### config.mk
export PLATFORM = sky130hd
export DESIGN_NAME = io_port_peripheral
export DESIGN_NICKNAME = d
export VERILOG_FILES = /design/src/rtl/io_port_peripheral.sv
export SDC_FILE = /design/constraint.sdc
export NUM_CORES = 1
export LEC_CHECK = 0
export ABC_CLOCK_PERIOD_IN_PS = 2200
export CORE_UTILIZATION = 51
export CTS_CLUSTER_DIAMETER = 50
export DETAILED_ROUTE_END_ITERATION = 10
export GPL_TIMING_DRIVEN = 0
export HOLD_SLACK_MARGIN = 0.1
export PLACE_DENSITY_LB_ADDON = 0.3
export SETUP_SLACK_MARGIN = 0.5
export SYNTH_ARGS = -nofsm -noshare
export SYNTH_HDL_FRONTEND = slang
export SYNTH_SLANG_ARGS = --single-unit
### constraint.sdc
create_clock -name clk -period 2.2 [get_ports clk]
set_input_delay 0.22 -clock clk [delete_from_list [all_inputs] [get_ports clk]]
set_output_delay 0.22 -clock clk [all_outputs]
set_load 0.005 [all_outputs]
### src/rtl/io_port_peripheral.sv
// I/O port peripheral: input FIFO, output FIFO and interrupt FSM for the core.
// Ports:
//   clk, rst (async active-low)
//   ext_in_data/ext_in_valid/ext_in_ready : external agent -> input FIFO
//   in_port/in_empty/in_read              : input FIFO head -> core IN port
//   out_port/out_write                    : core OUT port -> output FIFO
//   ext_out_data/ext_out_valid/ext_out_ready : output FIFO -> external agent
//   irq_req/rti_done/interrupt            : interrupt request / return / line
//   err_underflow/err_overflow            : sticky error flags
module io_port_peripheral #(
    parameter int DATA_W     = 16,
    parameter int FIFO_DEPTH = 4,
    parameter int INT_HOLD   = 2
) (
    input  logic              clk,
    input  logic              rst,
    input  logic [DATA_W-1:0] ext_in_data,
    input  logic              ext_in_valid,
    output logic              ext_in_ready,
    output logic [DATA_W-1:0] in_port,
    output logic              in_empty,
    input  logic              in_read,
    input  logic [DATA_W-1:0] out_port,
    input  logic              out_write,
    output logic [DATA_W-1:0] ext_out_data,
    output logic              ext_out_valid,
    input  logic              ext_out_ready,
    input  logic              irq_req,
    input  logic              rti_done,
    output logic              interrupt,
    output logic              err_underflow,
    output logic              err_overflow
);

    localparam int PW = $clog2(FIFO_DEPTH);
    localparam int CW = PW + 1;
    localparam int HW = (INT_HOLD > 1) ? $clog2(INT_HOLD) : 1;
    localparam logic [CW-1:0] DEPTH_C = CW'(FIFO_DEPTH);
    localparam logic [HW-1:0] HOLD_LOAD = HW'(INT_HOLD - 1);

    typedef enum logic [1:0] {
        S_IDLE,
        S_ASSERT,
        S_SERVICE
    } state_e;

    // ---------------- input FIFO ----------------
    logic [DATA_W-1:0] in_mem_q [FIFO_DEPTH];
    logic [DATA_W-1:0] in_mem_d [FIFO_DEPTH];
    logic [PW-1:0]     in_wr_q, in_wr_d;
    logic [PW-1:0]     in_rd_q, in_rd_d;
    logic [CW-1:0]     in_cnt_q, in_cnt_d;
    logic              err_underflow_q, err_underflow_d;
    logic              in_push, in_pop;

    assign ext_in_ready  = (in_cnt_q != DEPTH_C);
    assign in_empty      = (in_cnt_q == '0);
    assign in_port       = in_empty ? '0 : in_mem_q[in_rd_q];
    assign in_push       = ext_in_valid & ext_in_ready;
    assign in_pop        = in_read & ~in_empty;
    assign err_underflow = err_underflow_q;

    always_comb begin
        in_mem_d = in_mem_q;
        in_wr_d  = in_wr_q;
        in_rd_d  = in_rd_q;
        in_cnt_d = in_cnt_q;
        if (in_push) begin
            in_mem_d[in_wr_q] = ext_in_data;
            in_wr_d = in_wr_q + 1'b1;
        end
        if (in_pop) begin
            in_rd_d = in_rd_q + 1'b1;
        end
        case ({in_push, in_pop})
            2'b10:   in_cnt_d = in_cnt_q + 1'b1;
            2'b01:   in_cnt_d = in_cnt_q - 1'b1;
            default: in_cnt_d = in_cnt_q;
        endcase
        err_underflow_d = err_underflow_q | (in_read & in_empty);
    end

    // ---------------- output FIFO ----------------
    logic [DATA_W-1:0] out_mem_q [FIFO_DEPTH];
    logic [DATA_W-1:0] out_mem_d [FIFO_DEPTH];
    logic [PW-1:0]     out_wr_q, out_wr_d;
    logic [PW-1:0]     out_rd_q, out_rd_d;
    logic [CW-1:0]     out_cnt_q, out_cnt_d;
    logic              err_overflow_q, err_overflow_d;
    logic              out_full, out_push, out_pop;

    assign out_full      = (out_cnt_q == DEPTH_C);
    assign ext_out_valid = (out_cnt_q != '0);
    assign ext_out_data  = ext_out_valid ? out_mem_q[out_rd_q] : '0;
    assign out_pop       = ext_out_valid & ext_out_ready;
    // A full FIFO still takes the write when the head leaves this cycle;
    // the write slot is the one being vacated.
    assign out_push      = out_write & (~out_full | out_pop);
    assign err_overflow  = err_overflow_q;

    always_comb begin
        out_mem_d = out_mem_q;
        out_wr_d  = out_wr_q;
        out_rd_d  = out_rd_q;
        out_cnt_d = out_cnt_q;
        if (out_push) begin
            out_mem_d[out_wr_q] = out_port;
            out_wr_d = out_wr_q + 1'b1;
        end
        if (out_pop) begin
            out_rd_d = out_rd_q + 1'b1;
        end
        case ({out_push, out_pop})
            2'b10:   out_cnt_d = out_cnt_q + 1'b1;
            2'b01:   out_cnt_d = out_cnt_q - 1'b1;
            default: out_cnt_d = out_cnt_q;
        endcase
        err_overflow_d = err_overflow_q
                       | (out_write & out_full & ~out_pop);
    end

    // ---------------- interrupt FSM ----------------
    state_e        state_q, state_d;
    logic [HW-1:0] hold_q, hold_d;
    logic          pending_q, pending_d;
    logic          irq_q;
    logic          interrupt_q, interrupt_d;
    logic          rise;

    assign rise      = irq_req & ~irq_q;
    assign interrupt = interrupt_q;

    always_comb begin
        state_d   = state_q;
        hold_d    = hold_q;
        pending_d = pending_q;
        unique case (state_q)
            S_IDLE: begin
                if (rise) begin
                    state_d = S_ASSERT;
                    hold_d  = HOLD_LOAD;
                end
            end
            S_ASSERT: begin
                if (rise) begin
                    pending_d = 1'b1;
                end
                if (hold_q == '0) begin
                    state_d = S_SERVICE;
                end else begin
                    hold_d = hold_q - 1'b1;
                end
            end
            S_SERVICE: begin
                if (rti_done && (pending_q || rise)) begin
                    // Serve the pending request first; a fresh rise
                    // arriving alongside it takes over the pending slot.
                    state_d   = S_ASSERT;
                    hold_d    = HOLD_LOAD;
                    pending_d = pending_q & rise;
                end else if (rti_done) begin
                    state_d = S_IDLE;
                end else if (rise) begin
                    pending_d = 1'b1;
                end
            end
            default: begin
                state_d = S_IDLE;
            end
        endcase
    end

    always_comb begin
        interrupt_d = (state_d == S_ASSERT);
    end

    // ---------------- registers ----------------
    always_ff @(posedge clk or negedge rst) begin
        if (!rst) begin
            in_mem_q        <= '{default: '0};
            in_wr_q         <= '0;
            in_rd_q         <= '0;
            in_cnt_q        <= '0;
            err_underflow_q <= 1'b0;
            out_mem_q       <= '{default: '0};
            out_wr_q        <= '0;
            out_rd_q        <= '0;
            out_cnt_q       <= '0;
            err_overflow_q  <= 1'b0;
            state_q         <= S_IDLE;
            hold_q          <= '0;
            pending_q       <= 1'b0;
            irq_q           <= 1'b0;
            interrupt_q     <= 1'b0;
        end else begin
            in_mem_q        <= in_mem_d;
            in_wr_q         <= in_wr_d;
            in_rd_q         <= in_rd_d;
            in_cnt_q        <= in_cnt_d;
            err_underflow_q <= err_underflow_d;
            out_mem_q       <= out_mem_d;
            out_wr_q        <= out_wr_d;
            out_rd_q        <= out_rd_d;
            out_cnt_q       <= out_cnt_d;
            err_overflow_q  <= err_overflow_d;
            state_q         <= state_d;
            hold_q          <= hold_d;
            pending_q       <= pending_d;
            irq_q           <= irq_req;
            interrupt_q     <= interrupt_d;
        end
    end

endmodule

Word-level counts from Yosys, hierarchy flattened. Index checks and enable logic that the tools add are counted. Widths: inputs -> output; s select.

Logic and storage cells: 110. Bits of input ports: 40. Flip-flop bits (word level): 150. Output and inout bits: 38.

Equal/unequal tests: 12. Order comparisons: 6. Bitwise operators: 20. Multiplexer cells: 29. Reductions and logical operators: 13. Add/sub/neg operators: 9.

Operators by type and width (number): $bwmux 64 (2); $mux 16 (8); $bmux 16 s2 (2); $demux 16 s2 (2); $ge 3x3->1 const B (4); $not 2->3 (4); $pmux 3 s2 (2); $and 1x1->1 (9); $add 2x1->2 const B (4); $eq 2x1->1 const B (4); $mux 2 (4); $add 3x1->3 const B (2); $eq 2x2->1 const B (3); $lt 3x1->1 const B (2); $mux 1 (6); $ne 3x3->1 const B (2); $pmux 2 s3 (1); $reduce_bool 2->1 (3); $reduce_bool 3->1 (2); $sub 3x1->3 const B (2); $ne 2x2->1 const B (2); $not 1->1 (4); $eq 3x3->1 const B (1); $logic_and 1x1->1 (3); 9 further kinds (11).

Logic depth before layout (Yosys ltp).
Word-level depth: 7. Gate-level depth with buffers: 9. Gate-level depth less buffers: 8.

Least setup slack after synthesis. OpenSTA, ideal clock, no wires.

Path type: register to register. From: register in_cnt_q[1]. To: register in_cnt_q[2]. Stages on the path, launching flop included: 10. Path slack: 0.148 ns. Setup time: 0.079 ns. Data required time: 2.121 ns. Path buffers: 1. Arrival: 1.973 ns. Cells stage by stage: dfrtp_1 -> or3b_1 -> buf_2 -> nand2_1 -> ha_1 -> inv_1 -> fa_1 -> xor2_1 -> nor2_1 -> xor2_1.

Elaborated cells between the ends (all ways): 11. Classes of those cells: add/sub (2); eq/ne (3); mux (1); bitwise (3); reduce/logical (2).

RTL lines: start, declared (line 52) `logic [CW-1:0] in_cnt_q, in_cnt_d;`; start signal, assigned (line 199) `in_cnt_q <= in_cnt_d;`; $ne 3x3->1 * (line 56) `assign ext_in_ready = (in_cnt_q != DEPTH_C);`; net ext_in_ready (line 19) `output logic ext_in_ready,`; $and 1x1->1 * (line 59) `assign in_push = ext_in_valid & ext_in_ready;`; $eq 2x1->1 / $eq 2x2->1 (equally long branches) (line 75) `case ({in_push, in_pop})`; $pmux 3 s2 / $reduce_bool 2->1 (equally long branches).

Mark *: on every way through the listed nets, which the timed path passes. The rest lies on a longest branch. A chain may end at the register's enable or synchronous reset.

Worst setup path in the final report.
From: register out_rd_q[0]. To: output ext_out_data[15].

Cells in the longest elaborated chain, start to end: 5.

RTL lines: start, declared (line 87) `logic [PW-1:0] out_rd_q, out_rd_d;`; start signal, assigned (line 203) `out_rd_q <= out_rd_d;`; $not 2->3 (not written as such) (line 94) `assign ext_out_data = ext_out_valid ? out_mem_q[out_rd_q] : '0;`; $bmux 16 s2 (line 94); $mux 16 (not written as such) (2 in a row) (line 94); $mux 16 (line 94); end, declared (line 25) `output logic [DATA_W-1:0] ext_out_data,`.

No other way between the ends. The select of a mux whose other input is x is not followed.

==> results.py <==
metrics = {
    "clock_tree": {
        "buffers_from_clock_root_to_sink_at_most": 2,
        "root_driver": "sky130_fd_sc_hd__clkbuf_16",
        "cts.htree.levels": 4,
        "clkSinkCount": 150,
        "cts_made_buffers": 17,
        "clkLatencyLatePin_ns": 0.43,
        "tritoncts_clock_tree": "done",
        "worst_setup_hold_path_clk_slew_ns": 0.06,
    },
    "sta": {
        "report.final.slew_viol_count": 0,
        "finalWorstPathRequiredPeriod_ns": 2.17,
        "report.final.setup_viol": 0,
        "fmaxAchievable_mhz": 461,
        "slew_headroom_pct": 59.1,
        "grt_setup_unrepaired": "true",
        "setup_ws_ns": 0.0295,
        "timing_hold_violations_final": 0,
        "worst_pin_slew_ns": 0.614,
        "timing.final.crit_share_pct": 98.7,
        "worst_clock_skew_ns": 0.0103,
    },
    "worst_setup_path": {
        "required_time_of_the_critical_path_ns": 1.98,
        "largest_delay_share_family_worst_path": "multiplexers",
        "critical_path.reg2reg.startpoint": "out_cnt_q[0]",
        "critical_path_buf_inv_count": 4,
        "path_common_cell": "sky130_fd_sc_hd__buf_6",
        "slowest_stage": "sky130_fd_sc_hd__mux4_2",
        "crit_path_max_fanout": 5,
        "crit_path_start": "out_rd_q[0]",
        "critical_path.cell_chain": "buf_8 > buf_12 > buf_6 > mux4_2 > and2_4 > buf_6",
        "worst_setup_path_class": "reg -> out",
        "arrival_ns": 1.95,
        "critical_path.max_stage_delay_ns": 0.51,
        "worstSetupStartpointType": "flip-flop",
        "critical_path.endpoint_type": "output pin",
    },
    "die": {
        "fp-row-count": 42,
        "initial_core_util_pct": 52.9,
        "die_area_um2": 14400,
        "pin_count": 78,
        "chipHeight_um": 120,
        "core_area_um2": 13400,
        "die_w_um": 120,
    },
    "global_routing": {
        "grt_max_degree": 87,
        "grt_antenna_before_repair": 0,
        "grt_first_pass_wirelength_mm": 25.6,
        "grt_usage_pct": 24.0,
        "first_global_vias": 4676,
        "remaining_global_route_overflow": 0,
    },
    "drt": {
        "initialDrtViolationCount": 282,
        "post_drt_wl_per_cell_um": 21.8,
        "via_count": 4412,
        "drcViolationCount": 0,
        "drtPass1Iterations": 4,
        "post_drt_via_cell_ratio": 5.49,
        "drt_wirelength_mm": 17.5,
        "drtAntennaViolNets": 0,
    },
    "placed_design": {
        "io_buffers": 77,
        "dpl.hpwl_mm": 8.86,
        "place_congestion": 0.700,
        "pre_cts_slack_ns": -0.417,
    },
    "pwr": {
        "ir_drop_v": 0.000965,
        "design_power_total_w": 0.0173,
        "pwr_density_cell_nw_per_um2": 1700,
        "leakage_nw": 4.60,
    },
    "synth": {
        "synth_cell_types": 35,
        "syn-instance-count": 454,
        "yosys_register_bits": 150,
        "synth.yosys.seq_area_share_pct": 52.9,
        "yosysWarningCount": 0,
        "avgSynthCellArea_um2": 15.6,
        "synth_flop_cell": "sky130_fd_sc_hd__dfrtp_1",
        "ys_async_sr_fraction_pct": 100,
        "synth_enable_flop_cells": 0,
        "synth.net_count": 506,
        "synth_area_um2": 7090,
    },
    "cells_and_area": {
        "syn2layout_area_growth_pct": 43.2,
        "mostFrequentLayoutCell": "sky130_fd_sc_hd__dfrtp_1",
        "ant_cells": 0,
        "layout.cells.most_common_list": "sky130_fd_sc_hd__dfrtp_1 (149), sky130_fd_sc_hd__mux2_4 (109), sky130_fd_sc_hd__buf_6 (48), sky130_fd_sc_hd__clkdlybuf4s50_1 (41), sky130_fd_sc_hd__mux4_2 (32)",
        "nNetsFinal": 668,
        "final_layout_size_suffix_gt1_share_pct": 58.7,
    },
    "flow_run": {
        "cap_violations": 0,
    },
    "status": {
        "run_status": "finished, final reports clean",
    },
    "min_path": {
        "timing.hold.worst.class": "in -> reg",
        "critical_hold_path_startpoint": "irq_req",
    },
}
## cell type report
type,count,area (µm²)
Timing Repair Buffer,143,1540
Clock buffer,26,489
Clock inverter,4,70.1
Fill cell,767,3240
Buffer,25,413
Sequential cell,150,3750
Inverter,12,45.0
Multi-Input combinational cell,267,3630
Tap cell,176,220
## worst paths after layout
| path | slack [ns] | endpoint | depth (start not counted) |
|---|---|---|---|
| min in group asynchronous | 0.35 | err_overflow | 2 |
| max in group asynchronous | 0.99 | in_mem_q[24] | 3 |
| worst min-delay path | 0.28 | irq_q | 1 |
| worst max register to register | 0.06 | out_cnt_q[2] | 9 |
| worst min register to register | 0.46 | state_q[1] | 1 |
| worst max-delay path | 0.03 | ext_out_data[15] | 6 |
## logic make-up (layout without fill, tap and decap cells)
logic type | count (synthesis) | count (layout) | share of synthesized area (%)
buf+inv | 37 | 210 | 3.46
fa+ha+maj | 12 | 12 | 2.33
compound gates | 13 | 13 | 1.25
mux | 163 | 163 | 33.1
xor+xnor | 12 | 12 | 1.48
flops | 150 | 150 | 52.9
simple gates | 67 | 67 | 5.52
## synthesized netlist by cell type (2+ instances only)
master,instances,area share [%]
sky130_fd_sc_hd__and2_1,17,1.5
sky130_fd_sc_hd__a21oi_1,3,0.21
sky130_fd_sc_hd__clkbuf_1,7,0.37
sky130_fd_sc_hd__nand2b_1,4,0.35
sky130_fd_sc_hd__mux2_4,40,8.5
sky130_fd_sc_hd__mux4_2,32,10
sky130_fd_sc_hd__nor2_1,8,0.42
sky130_fd_sc_hd__o22ai_1,2,0.18
sky130_fd_sc_hd__buf_12,4,1.1
sky130_fd_sc_hd__buf_6,4,0.63
sky130_fd_sc_hd__and3_1,4,0.35
sky130_fd_sc_hd__nor2b_1,18,1.6
sky130_fd_sc_hd__mux2_2,90,14
sky130_fd_sc_hd__dfrtp_1,150,53
sky130_fd_sc_hd__ha_1,10,1.8
sky130_fd_sc_hd__xor2_1,7,0.86
sky130_fd_sc_hd__xnor2_1,5,0.62
sky130_fd_sc_hd__inv_1,12,0.63
sky130_fd_sc_hd__a31o_2,2,0.25
sky130_fd_sc_hd__a21o_1,2,0.21
sky130_fd_sc_hd__nand2_1,10,0.53
sky130_fd_sc_hd__buf_2,9,0.63
sky130_fd_sc_hd__fa_1,2,0.56
## sequential cells by signal (all words and copies together) (netlist names)
register       cells
out_cnt_q          3
err_underflow      1
pending_q          1
out_wr_q           2
interrupt          1
out_rd_q           2
in_rd_q            2
err_overflow       1
out_mem_q         64
irq_q              1
in_wr_q            2
in_cnt_q           3
in_mem_q          64
state_q            2
hold_q             1
## timing repair
| item | CTS | global route |
|---|---|---|
| setup endpoints to repair | 145 | 116 |
| resized for setup | 251 | 120 |
| buffers inserted | 46 | 11 |
| cloned | 6 | 1 |
| endpoints found under the hold margin | 64 | 0 |
| pin swaps | 31 | 11 |
| hold buffers | 1 | 0 |
## stage by stage
stage | utilization (%) | hold WS, ns | TNS, ns | instance area [µm²] | cells
after floorplan | - | -0.0756 | 0 | 7170 | 454
after global placement | 60.9 | 0.430 | -736.40 | 8170 | 707
after detailed placement | 61.1 | 0.254 | -13.79 | 8190 | 708
after CTS | 71.6 | 0.274 | 0 | 9600 | 791
after global routing | 75.8 | 0.300 | -0.0672 | 10200 | 803
final | 75.8 | 0.281 | 0 | 10200 | 803
## where the power goes
group	internal, W	switching (W)
Sequential	0.00418	0.000860
Clock	0.00174	0.00109
Combinational	0.00628	0.00316
## routing by layer
metal  part of all wire, %  wire length (µm)  global-route usage (%)
met4                   1.3               225                    8.20
met2                    52              9100                    39.8
met1                    43              7550                    31.2
met5                     0                 0                       0
met3                   3.4               590                    5.23
Power figures use the tool's default switching activity.
